[config.mk]
export PLATFORM = sky130hd
export DESIGN_NAME = display_arbiter
export DESIGN_NICKNAME = d
export VERILOG_FILES = /design/src/rtl/display_arbiter.sv
export SDC_FILE = /design/constraint.sdc
export NUM_CORES = 1
export LEC_CHECK = 0
export BUFFER_PORTS_ARGS = -buffer_cell sky130_fd_sc_hd__buf_4
export CORE_MARGIN = 2
export CORE_UTILIZATION = 30
export DETAILED_ROUTE_END_ITERATION = 7
export GPL_TIMING_DRIVEN = 1
export PLACE_DENSITY = 0.58
export REMOVE_ABC_BUFFERS = 1
export SLEW_MARGIN = 40
export SYNTH_ARGS = -nofsm -noshare
export SYNTH_HDL_FRONTEND = slang
export SYNTH_SLANG_ARGS = --single-unit
[constraint.sdc]
create_clock -name i_clk -period 5.45 [get_ports i_clk]
set_input_delay 0.2725 -clock i_clk [delete_from_list [all_inputs] [get_ports i_clk]]
set_output_delay 0.2725 -clock i_clk [all_outputs]
set_load 0.02 [all_outputs]
[src/rtl/display_arbiter.sv]
// display_arbiter: round-robin owner selection for the shared 4-digit hex display.
// Each grant is held for at least HOLD_CYCLES cycles.
// While the owner's request is high, the owner's data slice is forwarded to the display.
// Optional macro DISP_ARB_PREEMPT_EN: requester 0 becomes urgent and may take the
// display from any other owner at once.
module display_arbiter #(
    parameter int  N_REQ       = 4,
    parameter int  HOLD_CYCLES = 1000,
    localparam int IW          = $clog2(N_REQ)
) (
    input  logic                 i_clk,
    input  logic                 i_reset,
    input  logic [N_REQ-1:0]     i_req,
    input  logic [16*N_REQ-1:0]  i_req_data,
    output logic [N_REQ-1:0]     o_grant,
    output logic [IW-1:0]        o_owner_id,
    output logic                 o_busy,
    output logic [15:0]          o_disp_data
);

    localparam int               CW     = (HOLD_CYCLES > 1) ? $clog2(HOLD_CYCLES) : 1;
    localparam logic [CW-1:0]    RELOAD = CW'(HOLD_CYCLES - 1);
    localparam logic [N_REQ-1:0] ONE    = N_REQ'(1);

    typedef enum logic {
        S_IDLE = 1'b0,
        S_OWN  = 1'b1
    } state_t;

    state_t           r_state;
    logic [CW-1:0]    r_cnt;
    logic [IW-1:0]    r_owner;
    logic [IW-1:0]    r_last;
    logic [N_REQ-1:0] r_grant;
    logic [15:0]      r_disp;

    state_t           w_state;
    logic [CW-1:0]    w_cnt;
    logic [IW-1:0]    w_owner;
    logic [IW-1:0]    w_last;
    logic [N_REQ-1:0] w_grant;
    logic [15:0]      w_disp;
    logic             w_load;
    logic [IW-1:0]    w_win;
    logic [N_REQ-1:0] w_others;
    logic             w_preempt;
    logic [15:0]      w_slice [N_REQ];

    for (genvar g = 0; g < N_REQ; g++) begin : g_slice
        assign w_slice[g] = i_req_data[16*g +: 16];
    end

`ifdef DISP_ARB_PREEMPT_EN
    // Requester 0 takes over from any other owner, even with hold time remaining.
    assign w_preempt = i_req[0] && (r_owner != '0);
`else
    assign w_preempt = 1'b0;
`endif

    // Return the first asserted index after 'base', wrapping modulo N_REQ.
    function automatic logic [IW-1:0] rr_pick(input logic [N_REQ-1:0] r,
                                              input logic [IW-1:0]    base);
        logic [IW-1:0] pick;
        logic [IW-1:0] idx;
        logic [IW:0]   sum;
        logic          found;
        pick  = '0;
        found = 1'b0;
        for (int k = 1; k <= N_REQ; k++) begin
            sum = {1'b0, base} + (IW+1)'(k);
            if (sum >= (IW+1)'(N_REQ)) begin
                sum = sum - (IW+1)'(N_REQ);
            end
            idx = sum[IW-1:0];
            if (!found && r[idx]) begin
                pick  = idx;
                found = 1'b1;
            end
        end
        return pick;
    endfunction

    // Next-state logic: arbitration, hold countdown and display data selection.
    always_comb begin
        w_state  = r_state;
        w_cnt    = r_cnt;
        w_owner  = r_owner;
        w_last   = r_last;
        w_grant  = r_grant;
        w_disp   = r_disp;
        w_load   = 1'b0;
        w_win    = '0;
        w_others = i_req & ~r_grant;

        case (r_state)
            S_IDLE: begin
                if (|i_req) begin
                    w_load = 1'b1;
                    w_win  = rr_pick(i_req, r_last);
                end
            end
            S_OWN: begin
                if (w_preempt) begin
                    w_load = 1'b1;
                    w_win  = '0;
                end else if (r_cnt != '0) begin
                    w_cnt = r_cnt - 1'b1;
                    if (i_req[r_owner]) begin
                        w_disp = w_slice[r_owner];
                    end
                end else if (|w_others) begin
                    w_load = 1'b1;
                    w_win  = rr_pick(w_others, r_owner);
                end else if (i_req[r_owner]) begin
                    w_disp = w_slice[r_owner];
                end else begin
                    w_state = S_IDLE;
                    w_grant = '0;
                end
            end
            default: begin
                w_state = S_IDLE;
                w_grant = '0;
            end
        endcase

        // A new grant shows the winner's data on the same edge as the grant itself.
        if (w_load) begin
            w_state = S_OWN;
            w_cnt   = RELOAD;
            w_owner = w_win;
            w_last  = w_win;
            w_grant = ONE << w_win;
            w_disp  = w_slice[w_win];
        end
    end

    // State register.
    // The pointer resets to N_REQ-1 so that the first search starts at index 0.
    always_ff @(posedge i_clk or posedge i_reset) begin
        if (i_reset) begin
            r_state <= S_IDLE;
            r_cnt   <= '0;
            r_owner <= '0;
            r_last  <= IW'(N_REQ - 1);
            r_grant <= '0;
            r_disp  <= 16'h0000;
        end else begin
            r_state <= w_state;
            r_cnt   <= w_cnt;
            r_owner <= w_owner;
            r_last  <= w_last;
            r_grant <= w_grant;
            r_disp  <= w_disp;
        end
    end

    assign o_grant     = r_grant;
    assign o_owner_id  = r_owner;
    assign o_busy      = |r_grant;
    assign o_disp_data = r_disp;

endmodule

==> results.cfg <==
[setup_path]
cp-start-kind = register
crit_fanout = 24
reg2reg_to = o_disp_data[4]$_DFFE_PP0P_
criticalPathCategory = reg -> reg
r2r_start = o_owner_id[0]$_DFFE_PP0N_
r2r_slack_ns = 2.59
cp.required_ns = 5.62
end_kind = register
worstPathArrival_ns = 3.03
reg2reg_depth = 8

[drt]
antenna_left = 0
wire_per_inst_um = 17.3
routed-via-count = 2313
routed_wl_um = 7400
drc = 0
drtIter0Drc = 213
via_per_inst = 5.40
dr.pass1.iters = 7

[cts]
cts_hold_buf = 0
clkSinkCount = 35
postCtsSetupRepairBufs = 0
cts_buffers = 5
clk_path_buf_depth = 2
cts_tree = built
post_cts_resized = 0
cts_root_buf = clkbuf_8
clkTransAtPathRegs_ns = 0.08
clock_latency_ns = 0.29
htreeDepth = 2

[final_layout]
area_growth_pct = 31.4
antenna_cells = 0
drive_above_1_share_pct = 42.2
nNetsFinal = 391
final_area_um2 = 3510

[placement]
dpl_cell_area_um2 = 3420
dp_hpwl_um = 5100
gp_congestion = 0.806
portBuffers = 92

[timing]
tightest_slew_ns = 0.751
slew_violations = 0
relSlewSlack_pct = 49.9
hold_viol = 0
setup_viol = 0
finalCritPeriodShare_pct = 52.5
rsz0062_at_grt = no
finClkSkew_ns = 0.0109
setup_tns_ns = 0
fmax_mhz = 350
fin_crit_ns = 2.86

[synth]
yosysWarnings = 0
yosys.area.top_type = dfrtp_1
async_flop_share_pct = 100
synth_top_area_share_pct = 30.9
syn_area_per_cell_um2 = 11.3
ys.flop_type = dfrtp_1
synth_most_common_cell = mux2i_1
synth.distinct_cells = 48
yosys-top-cells-count = 50 x mux2i_1, 33 x dfrtp_1, 17 x mux4_2
syn_inst = 236
syn_area_um2 = 2670
synth_edf_count = 0
synth_area_leaders = dfrtp_1 31%, mux2i_1 19%, mux4_2 14%, a222oi_1 6.0%, dfstp_2 2.0%
synth_seq_cells = 35
yosysSeqAreaShare_pct = 32.8

[floorplanning]
pin_count = 93
die_h_um = 98.4
start_util_pct = 30.8
coreArea_um2 = 8680
design.die.area_um2 = 9680
fp.dieW_um = 98.4
fp-row-count = 34

[global_route]
grt_pass1_vias = 2261
grt_pass1_wl_um = 12200
grt_usage_pct = 15.5
grt_start_max_net_pins = 36
antenna_found_initial = 0
grt-ovfl-total = 0

[run]
drv_cap = 0

[worst_hold_path]
min_path_type = in -> async

[pwr]
design_power_total_mw = 0.903
power_density_nw_per_um2 = 257
ir_drop_v = 0.000129
leakage_nw = 1.71

[run_status]
status = finished, final reports clean
-- area by class of cell --
type / count / area (um2)
clock inverter: 3 / 15.0
timing repair buffer: 95 / 713
sequential: 35 / 880
fill: 857 / 5160
multi-input combinational: 177 / 1680
inverter: 5 / 18.8
tap: 108 / 135
clock buffer: 5 / 68.8
-- how the worst max path moves through the flow --
stage                                    from                          end
floorplan           o_owner_id[0]$_DFFE_PP0N_   o_disp_data[1]$_DFFE_PP0P_
global placement         r_cnt[3]$_DFFE_PP0P_  o_disp_data[14]$_DFFE_PP0P_
detailed placement  o_owner_id[0]$_DFFE_PP0N_  o_disp_data[15]$_DFFE_PP0P_
CTS                 o_owner_id[0]$_DFFE_PP0N_  o_disp_data[13]$_DFFE_PP0P_
global route        o_owner_id[0]$_DFFE_PP0N_   o_disp_data[4]$_DFFE_PP0P_
finish              o_owner_id[0]$_DFFE_PP0N_   o_disp_data[4]$_DFFE_PP0P_
-- placed cells by master (no fill, tap or decap), drive strengths merged, types with 3 or more instances in the layout --
cell / netlist / routed
buf: 15 / 95
a21oi: 3 / 3
a31oi: 5 / 5
xor2: 5 / 5
nor2: 11 / 11
nand2: 14 / 14
clkinv: 0 / 3
nor2b: 5 / 5
clkbuf: 4 / 5
o21ai: 5 / 5
dfrtp: 33 / 33
mux2i: 50 / 50
nand4: 3 / 3
nand3: 6 / 6
mux4: 17 / 17
nor4: 3 / 3
nand2b: 3 / 3
inv: 5 / 5
a222oi: 16 / 16
-- cells by family after synthesis --
kind of cell | after synthesis | share of synthesized area [%]
multiplexers | 67 | 33.0
AND/OR/NAND/NOR | 62 | 13.6
AO/OA/AOI/OAI | 39 | 12.0
flip-flops | 35 | 32.8
buffers and inverters | 24 | 5.24
XOR/XNOR | 7 | 2.29
adder cells (fa/ha/maj) | 2 | 0.936
-- flip-flops by register name, indices dropped and copies added, names as in the netlist --
signal and count:
r_last 2, o_grant 4, r_cnt 10, r_state 1
o_owner_id 2, o_disp_data 16
-- critical path, cell delays in order (launching register included) --
cell	delay, ns
dfrtp_1	0.32
buf_4	0.37
nand4bb_1	0.18
o21ai_0	0.09
o22a_1	0.22
a31oi_4	0.64
buf_4	0.47
mux2i_1	0.15
a222oi_1	0.29
-- power by group --
group / leakage (nW) / total (mW) / switching, mW / internal, mW
registers: 0.401 / 0.372 / 0.0532 / 0.319
logic: 1.26 / 0.345 / 0.157 / 0.188
clock network: 0.0477 / 0.186 / 0.0982 / 0.0875
total: 1.71 / 0.903 / 0.308 / 0.595
-- layer usage --
metal	GRT usage [%]	part of all wire, %
met5	0	0
met4	3.79	0.88
met3	3.51	6.4
met2	23.4	46
met1	22.7	46
-- metrics by stage --
stage | util (%) | std cells | hold WS [ns] | worst slack (ns)
final | 40.5 | 428 | 0.0983 | 2.59
after global routing | 40.5 | 428 | 0.137 | 2.24
after CTS | 40.4 | 428 | 0.115 | 2.55
after detailed placement | 39.5 | 420 | 0.435 | 2.56
after global placement | 39.4 | 420 | 0.427 | 2.32
after floorplan | - | 217 | 0.425 | 0.584
Power figures use the tool's default switching activity.
